--- config.mk ---
export PLATFORM = sky130hd
export DESIGN_NAME = p1_anim_seq
export DESIGN_NICKNAME = d
export VERILOG_FILES = /design/src/rtl/p1_anim_seq.sv
export SDC_FILE = /design/constraint.sdc
export NUM_CORES = 1
export LEC_CHECK = 0
export CAP_MARGIN = 0
export CORE_MARGIN = 5
export CORE_UTILIZATION = 46
export DETAILED_ROUTE_END_ITERATION = 10
export PLACE_DENSITY = 0.85
export SKIP_CTS_REPAIR_TIMING = 1
export SLEW_MARGIN = 40
export SYNTH_ARGS = -nofsm -noshare
export SYNTH_HDL_FRONTEND = slang
export SYNTH_SLANG_ARGS = --single-unit
--- constraint.sdc ---
create_clock -name clk -period 2.7 [get_ports clk]
set_input_delay 0.54 -clock clk [delete_from_list [all_inputs] [get_ports clk]]
set_output_delay 0.54 -clock clk [all_outputs]
set_load 0.01 [all_outputs]
--- src/rtl/p1_anim_seq.sv ---
// Player-1 animation sequencer: action/frame FSM stepped on frame_tick, plus a
// 3-stage in-order sprite-row fetch pipeline (addr -> ROM -> mirror) with no backpressure.
module p1_anim_seq (
  input  logic        clk,
  input  logic        rst_n,
  input  logic        frame_tick,
  input  logic        mv_fwd,
  input  logic        mv_back,
  input  logic        punch,
  input  logic        kick,
  input  logic        facing_left,
  input  logic        row_req,
  input  logic [3:0]  row_idx,
  input  logic [15:0] rom_bitmap,
  output logic [9:0]  rom_addr,
  output logic [2:0]  action,
  output logic [1:0]  frame,
  output logic        busy,
  output logic        attack_hit,
  output logic [15:0] row_data,
  output logic        row_valid
);

  typedef enum logic [2:0] {
    ST_STAY  = 3'd0,
    ST_FWD   = 3'd1,
    ST_BACK  = 3'd2,
    ST_PUNCH = 3'd3,
    ST_KICK  = 3'd4
  } state_t;

  state_t      r_state, w_state_nxt, w_decode;
  logic [1:0]  r_frame, w_frame_nxt;
  logic        r_busy, r_hit, w_hit_nxt, w_attack;

  logic [9:0]  r_rom_addr;
  logic        r_v0, r_f0, r_v1, r_f1;
  logic [15:0] r_row_data, w_rev;
  logic        r_row_valid;

  always_comb begin
    w_decode    = ST_STAY;
    w_state_nxt = r_state;
    w_frame_nxt = r_frame;
    w_hit_nxt   = 1'b0;
    w_attack    = (r_state == ST_PUNCH) || (r_state == ST_KICK);

    if (kick)                    w_decode = ST_KICK;
    else if (punch)              w_decode = ST_PUNCH;
    else if (mv_fwd && !mv_back) w_decode = ST_FWD;
    else if (mv_back && !mv_fwd) w_decode = ST_BACK;

    if (frame_tick) begin
      // Attacks run to their last frame before any request is looked at.
      if (w_attack && (r_frame != 2'd3)) begin
        w_frame_nxt = r_frame + 2'd1;
        w_hit_nxt   = (r_frame == 2'd1);
      end else if (!w_attack && (w_decode == r_state)) begin
        w_frame_nxt = r_frame + 2'd1;
      end else begin
        w_state_nxt = w_decode;
        w_frame_nxt = 2'd0;
      end
    end
  end

  always_ff @(posedge clk or negedge rst_n) begin
    if (!rst_n) begin
      r_state <= ST_STAY;
      r_frame <= 2'd0;
      r_busy  <= 1'b0;
      r_hit   <= 1'b0;
    end else begin
      r_state <= w_state_nxt;
      r_frame <= w_frame_nxt;
      r_busy  <= (w_state_nxt == ST_PUNCH) || (w_state_nxt == ST_KICK);
      r_hit   <= w_hit_nxt;
    end
  end

  always_comb begin
    w_rev = '0;
    for (int i = 0; i < 16; i++) w_rev[i] = rom_bitmap[15-i];
  end

  // Address uses the pre-tick action/frame, so a row is never split across frames.
  always_ff @(posedge clk or negedge rst_n) begin
    if (!rst_n) begin
      r_rom_addr  <= '0;
      r_v0        <= 1'b0;
      r_f0        <= 1'b0;
      r_v1        <= 1'b0;
      r_f1        <= 1'b0;
      r_row_data  <= '0;
      r_row_valid <= 1'b0;
    end else begin
      if (row_req) r_rom_addr <= {row_idx, r_state, 1'b0, r_frame};
      r_v0        <= row_req;
      r_f0        <= facing_left;
      r_v1        <= r_v0;
      r_f1        <= r_f0;
      r_row_valid <= r_v1;
      if (r_v1) r_row_data <= r_f1 ? w_rev : rom_bitmap;
    end
  end

  assign rom_addr   = r_rom_addr;
  assign action     = r_state;
  assign frame      = r_frame;
  assign busy       = r_busy;
  assign attack_hit = r_hit;
  assign row_data   = r_row_data;
  assign row_valid  = r_row_valid;

endmodule
Yosys cells after proc, flatten, opt, wreduce, memory -nomap -nowiden:

Index checks and enable logic that the tools add are counted.
Widths: inputs -> output; s select.

* register bits: 37
* latch bits: 0
* RAM bits: 0
* bits in read-only memories: 0
* input bits: 29
* output and inout bits: 34
* word-level logic and storage cells: 40
* memories kept: 0

* add/subtract/negate cells: 1
* multipliers: 0
* divide/modulo/power cells: 0
* magnitude comparators: 0
* equal/unequal tests: 7
* shifts and indexed selects: 0
* muxes and demuxes: 12
* bitwise gates (word level): 0
* reduce and logical (&&, ||, !) cells: 9

Operators by type and width (count)
* $mux 16: 1
* $mux 3: 4
* $mux 2: 5
* $eq 3x2->1 const B: 2
* $eq 3x3->1 const B: 2
* $logic_and 1x1->1: 4
* $eq 3x3->1: 1
* $logic_not 1->1: 3
* $add 2x1->2 const B: 1
* $eq 2x1->1 const B: 1
* $logic_or 1x1->1: 2
* $mux 1: 2
* $ne 2x2->1 const B: 1

Longest topological paths before layout:

Gate-level depths: netlist (run 1).

* depth after elaboration: 13
* gate-level depth with buffers: 7
* gate-level depth less buffers: 7

Worst setup path after synthesis (run 1):

No wires, ideal clock.

* kind: in2reg
* from: input mv_back
* to: register r_frame[0], in the netlist frame[0]
* setup time: 79 ps
* data arrival time: 1533 ps
* data required time: 2621 ps
* path slack: 1088 ps
* stages: 5
* path buffers: 0
* cell sequence: nor2b_4 -> or3_1 -> a2111oi_2 -> o31ai_1 -> mux2i_1

* longest elaborated chain between the ends: 9
* elaborated cells between the ends (all ways): 11
* classes of those cells: 1 x eq/ne; 6 x mux; 4 x reduce/logical

Ends and longest elaborated chain
* from (decl): line 8 `input logic mv_back,`
* $logic_and 1x1->1 or $logic_not 1->1 (tied branches): line 51, 50
* $mux 2 or $logic_and 1x1->1 (tied branches): line 51, 50
* $mux 2 *: line 50 `else if (mv_fwd && !mv_back) w_decode = ST_FWD;`
* $mux 2 *: line 49 `else if (punch) w_decode = ST_PUNCH;`
* $mux 3 *: line 48 `if (kick) w_decode = ST_KICK;`
* $eq 3x3->1 *: line 58 `end else if (!w_attack && (w_decode == r_state)) begin`
* $logic_and 1x1->1 *: line 58
* $mux 2 *: line 58
* $mux 2 *: line 55 `if (w_attack && (r_frame != 2'd3)) begin`
* to (signal assigned): line 75 `r_frame <= w_frame_nxt;`
* to (decl): line 33 `logic [1:0] r_frame, w_frame_nxt;`

Mark *: on every way between the ends. The rest lies on a longest branch, timed or not.
A chain may end at the register's enable or synchronous reset.

Worst setup path after layout (run 1):

* from: register r_state[1], in the netlist action[1]
* to: output action[1]

RTL lines
* from (decl): line 32 `state_t r_state, w_state_nxt, w_decode;`
* from (signal assigned): line 74 `r_state <= w_state_nxt;`
* to (decl): line 16 `output logic [2:0] action,`

No word-level cell between the ends.

==> flow_metrics.env, run 1 <==
export IMPL_ys_warn_count=0
export IMPL_fin_worst_skew_ps=7.91
export IMPL_io_pins=63
export IMPL_hold_path_class="input pin to async pin"
export IMPL_grt_overflow=0
export IMPL_cp_end_kind="output port"
export IMPL_ys_types=31
export IMPL_syn_instance_count=141
export IMPL_cts_buffer_depth=2
export IMPL_total_power_uw=1640
export IMPL_hold_viol=0
export IMPL_postRouteAntennaNets=0
export IMPL_crit_chain="clkdlybuf4s50_1"
export IMPL_drc=0
export IMPL_crit_required_ps=2160
export IMPL_dp_hpwl_um=2720
export IMPL_worstMarginPinSlew_ps=815
export IMPL_h_tree_depth=2
export IMPL_vias=1267
export IMPL_clk_latency_ps=320
export IMPL_die_w_um=69.6
export IMPL_relSlewSlack_pct=45.7
export IMPL_nFillCells=241
export IMPL_min_period_over_period_pct=73.8
export IMPL_power_leakage_uw=0.00100
export IMPL_critPathKind="flop to output port"
export IMPL_cts_clk_slew_worst_paths_ps=110
export IMPL_grt_pass1_wl_um=6370
export IMPL_setup_tns_ps=0
export IMPL_diodes=0
export IMPL_path_max_fanout=10
export IMPL_finalNonFillerCells=248
export IMPL_path_delay_family="buffers and inverters"
export IMPL_worst_path_stages=1
export IMPL_netlist_area_um2=1640
export IMPL_cp_slowest_cell="clkdlybuf4s50_1"
export IMPL_ff2ff_setup_slack_ps=920
export IMPL_grt_start_max_net_pins=38
export IMPL_syn_nets=172
export IMPL_wl_met1_um=1520
export IMPL_dieArea_um2=4850
export IMPL_r2r_end="busy"
export IMPL_r2r_start="frame[0]"
export IMPL_regArea_um2=927
export IMPL_rsz0062_at_grt="no"
export IMPL_slowest_delay_ps=610
export IMPL_wl_per_cell_um=14.4
export IMPL_vdd_ir_drop_max_mv=0.532
export IMPL_cts_made_buffers=5
export IMPL_synth_seq_cells=37
export IMPL_crit_arrival_ps=1450
export IMPL_drt_vias_per_instance=5.11
export IMPL_die_h_um=69.6
export IMPL_grt_pass1_vias=1348
export IMPL_totalWireLength_um=3560
export IMPL_timing_fmax_mhz=502
export IMPL_dr_first_iter_drc_count=25
export IMPL_layout_drive_gt1_share_pct=10.9
export IMPL_cts_tree="done"
export IMPL_setup_viol=0
export IMPL_root_buffer="clkbuf_4"
export IMPL_track_usage_pct=15.8
export IMPL_status="complete, no violations"
export IMPL_powerDensity_nw_per_um2=705
export IMPL_rr_worst_depth=6
export IMPL_rows=21
export IMPL_routed_top_layer="met3"
export IMPL_syn_area_per_cell_um2=11.6
export IMPL_area_delta_synth_final_pct=42.4
export IMPL_final_util_pct=68.7
export IMPL_final_max_slew_violation_count=0
export IMPL_coreArea_um2=3390
export IMPL_multi_input_area_um2=663
export IMPL_start_util_pct=48.3
export IMPL_port_buffers=61
export IMPL_worst_slack_ps=707
export IMPL_cts_sinks=37
export IMPL_critPathBufInv=1
export IMPL_setup_worst_path_start_class="flop"
export IMPL_nNetsFinal=233
export IMPL_period_needed_ps=1990
export IMPL_cap_violations=0
export IMPL_wl_met3_um=372
export IMPL_dp_cells=241
export IMPL_wl_met2_um=1670
export IMPL_antenna_found_initial=0
export IMPL_drt_pass1_iterations=4
export IMPL_seq_area_frac_synth_pct=56.6
export IMPL_dp_slack_ps=502
export IMPL_place_gp_congestion=0.834
==> where the power goes <==
part / switching [µW] / internal, µW
clock network: 170 / 122
logic: 229 / 342
registers: 116 / 663
total: 515 / 1130
==> worst register-to-register path, delay by kind of cell (launching register included) <==
| kind | cells | cell delay (ps) |
|---|---|---|
| and+or+nand+nor | 3 | 640 |
| DFF | 1 | 470 |
| adders and majority gates | 1 | 270 |
| AOI/OAI and AO/OA | 1 | 130 |
| muxes | 1 | 140 |
==> sequential cells by signal, indices dropped and copies added (netlist names) <==
name,count
row_data,16
r_v0,1
r_f0,1
frame,2
rom_addr,9
r_v1,1
row_valid,1
busy,1
action,3
attack_hit,1
r_f1,1
==> worst max-delay path by stage <==
stage | from | end | slack, ps
final | action[1] | action[1] | 710
after global routing | action[1] | action[1] | 600
after CTS | action[1] | action[1] | 660
after detailed placement | frame_tick | busy | 500
after global placement | frame_tick | busy | 570
after floorplan | mv_back | frame[0] | 1090
==> area by class of cell <==
class | count | area share [%]
timing repair buffer | 61 | 26.1
clock inverter | 1 | 0.322
tap | 46 | 2.47
multi-input combinational | 93 | 28.5
clock buffer | 6 | 2.20
sequential | 37 | 39.8
inverter | 4 | 0.644
==> layout by cell type, fill, tap and decap left out, types with 2 or more instances in the layout <==
master / instances
dfrtp_1: 36
o21ai_0: 3
a21oi_1: 16
nor2_1: 18
nand2b_1: 2
or3_1: 3
nand2_1: 3
ha_1: 2
clkbuf_4: 5
clkdlybuf4s50_1: 60
nor3b_1: 2
inv_1: 4
mux2_2: 9
o21ai_1: 2
mux2i_1: 18
==> layer usage <==
metal,global-route usage (%),up-vias
li1,-,615
met1,19.3,599
met2,26.3,53
met3,7.54,0
met4,1.91,0
met5,0,-
==> through the flow <==
stage	instance area (µm²)	hold slack [ps]
floorplan	1640	244
detailed placement	2270	343
global placement	2270	333
global route	2330	174
finish	2330	145
CTS	2330	304
==> cell usage after synthesis <==
cell type	number	area (µm²)
o21ai_1	2	10.0
and2_1	1	6.26
mux2i_1	18	180
or4b_1	1	10.0
clkbuf_1	4	15.0
a21oi_1	16	80.1
dfrtp_1	37	926
o221ai_1	1	8.76
buf_4	1	7.51
and3_1	1	6.26
mux2_2	9	101
nor2_1	18	67.6
o21ai_0	3	15.0
o31ai_1	1	7.51
a2111oi_2	1	15.0
nor4b_1	1	8.76
inv_1	4	15.0
nor2b_1	1	6.26
and2b_2	1	8.76
nor3b_1	2	15.0
nor3_1	1	5.00
o22ai_1	1	6.26
or3_1	3	18.8
ha_1	2	25.0
nand2b_1	2	12.5
nor2b_4	1	13.8
o211ai_2	1	12.5
buf_2	2	10.0
nand2_1	3	11.3
conb_1	1	3.75
o211ai_1	1	7.51
==> cell families (layout without fill, tap and decap cells) <==
logic type,count (synthesis),count (layout),share of synthesized area [%]
compound gates,27,27,9.94
fa+ha+maj,2,2,1.53
buf+inv,11,72,2.90
flops,37,37,56.6
mux,27,27,17.2
other cells,1,1,0.229
simple gates,36,36,11.6
No activity file was read; power rests on OpenSTA's default activity.
==> run 2, diff against run 1 <==
- CORE_UTILIZATION: 46 -> 39
- PLACE_DENSITY: 0.85 -> 0.77
- clock period: 2.7 -> 1.7 ns (I/O delays scaled with it)
==> flow_metrics.env, run 2 (synthesis results as in run 1) <==
export IMPL_status="complete, no violations"
export IMPL_path_max_fanout=10
export IMPL_min_period_over_period_pct=97.5
export IMPL_power_switching_uw=904
export IMPL_cts_clk_slew_worst_paths_ps=80
export IMPL_root_buffer="clkbuf_8"
export IMPL_dr_first_iter_drc_count=53
export IMPL_largest_reg_flops=16
export IMPL_path_delay_family="buffers and inverters"
export IMPL_drc=0
export IMPL_rows=23
export IMPL_nNetsFinal=244
export IMPL_r2r_start="frame[0]"
export IMPL_layout_drive_gt1_share_pct=18.7
export IMPL_clk_latency_ps=290
export IMPL_timing_fmax_mhz=604
export IMPL_cts_tree="done"
export IMPL_wl_per_cell_um=14.7
export IMPL_area_delta_synth_final_pct=53.6
export IMPL_die_h_um=74.8
export IMPL_busiest_layer="met2"
export IMPL_port_buffers=61
export IMPL_most_common_layout_cells="clkdlybuf4s50_1, dfrtp_1, nor2_1, mux2i_1, a21oi_1"
export IMPL_io_pins=63
export IMPL_coreArea_um2=4030
export IMPL_cap_violations=0
export IMPL_start_util_pct=40.6
export IMPL_p_int_uw=2100
export IMPL_power_frac_comb_pct=34.9
export IMPL_crit_required_ps=1360
export IMPL_mostFrequentLayoutCell="clkdlybuf4s50_1"
export IMPL_sw_frac_of_total_pct=30.1
export IMPL_die_w_um=74.8
export IMPL_grt_pass1_wl_um=6350
export IMPL_dieArea_um2=5590
export IMPL_powerDensity_nw_per_um2=1190
export IMPL_crit_arrival_ps=1320
export IMPL_power_leakage_uw=0.00112
export IMPL_totalWireLength_um=3870
export IMPL_slowest_delay_ps=570
export IMPL_met2_usage_pct=23.8
export IMPL_place_gp_congestion=0.838
export IMPL_grt_start_max_net_pins=38
export IMPL_track_usage_pct=14.9
export IMPL_setup_viol=0
export IMPL_vdd_ir_drop_max_mv=0.895
export IMPL_power_frac_clock_pct=25.1
export IMPL_cts_buffer_depth=2
export IMPL_dp_hpwl_um=2940
export IMPL_use_met1_pct=18.2
export IMPL_postRouteAntennaNets=0
export IMPL_finalNonFillerCells=264
export IMPL_cp_startpoint="action[1]"
export IMPL_antenna_found_initial=0
export IMPL_crit_chain="clkdlybuf4s50_1"
export IMPL_hold_viol=0
export IMPL_dp_cells=256
export IMPL_cts_sinks=37
export IMPL_period_needed_ps=1660
export IMPL_critPathKind="flop to output port"
export IMPL_cp_slowest_cell="clkdlybuf4s50_1"
export IMPL_critPathBufInv=1
export IMPL_drt_vias_per_instance=5.09
export IMPL_hold_path_class="input pin to async pin"
export IMPL_grt_pass1_vias=1356
export IMPL_cp_end_kind="output port"
export IMPL_fin_worst_skew_ps=8.08
export IMPL_sequentialPowerShare_pct=40.0
export IMPL_vias=1343
export IMPL_h_tree_depth=2
export IMPL_drt_pass1_iterations=4
export IMPL_final_max_slew_violation_count=0
export IMPL_cts_made_buffers=5
export IMPL_diodes=0
export IMPL_gr_usage_met3_pct=6.01
export IMPL_final_util_pct=62.4
export IMPL_grt_overflow=0
export IMPL_setup_worst_path_start_class="flop"
-- run 2: area by class of cell --
type	instances	area (µm²)
clock buffer	5	68.8
clock inverter	3	46.3
fill	326	1520
inverter	4	15.0
multi-input combinational	93	697
sequential	37	928
tap	50	62.6
timing repair buffer	72	696
-- run 2: final timing paths --
kind                        endpoint  slack [ps]  depth (start not counted)
min reg2reg                     r_v1         370                          0
max in group asynchronous  action[1]        1290                          2
max reg2reg                     busy         110                          5
max                        action[1]          40                          1
min in group clk                r_v1         370                          0
min                         frame[1]          80                          2
-- run 2: power by group through the flow --
stage	clock, µW	sequential [µW]	combinational (µW)
floorplan	0	1280	348
global placement	0	1190	992
detailed placement	0	1210	1020
CTS	772	1190	1030
global route	816	1230	1140
finish	754	1200	1050
-- run 2: per-stage QoR --
stage          hold WS, ps  instance area, µm²  worst slack [ps]  total power [µW]  TNS, ps
2_1_floorplan         44.4                1640               126              1630        0
3_3_place_gp           332                2350              -227              2180     -589
3_5_place_dp           348                2350              -272              2220     -701
4_1_cts               87.8                2470             -45.0              2990    -45.0
5_1_grt                120                2510             -12.6              3180    -12.6
6_report              79.5                2510              43.1              3000        0
-- run 2: per-layer routing --
| metal | share of wire [%] | up-vias | wire [µm] |
|---|---|---|---|
| met4 | 2.1 | 0 | 83 |
| met2 | 46 | 68 | 1790 |
| li1 | - | 638 | - |
| met1 | 41 | 626 | 1580 |
| met3 | 11 | 11 | 415 |
| met5 | 0 | - | 0 |
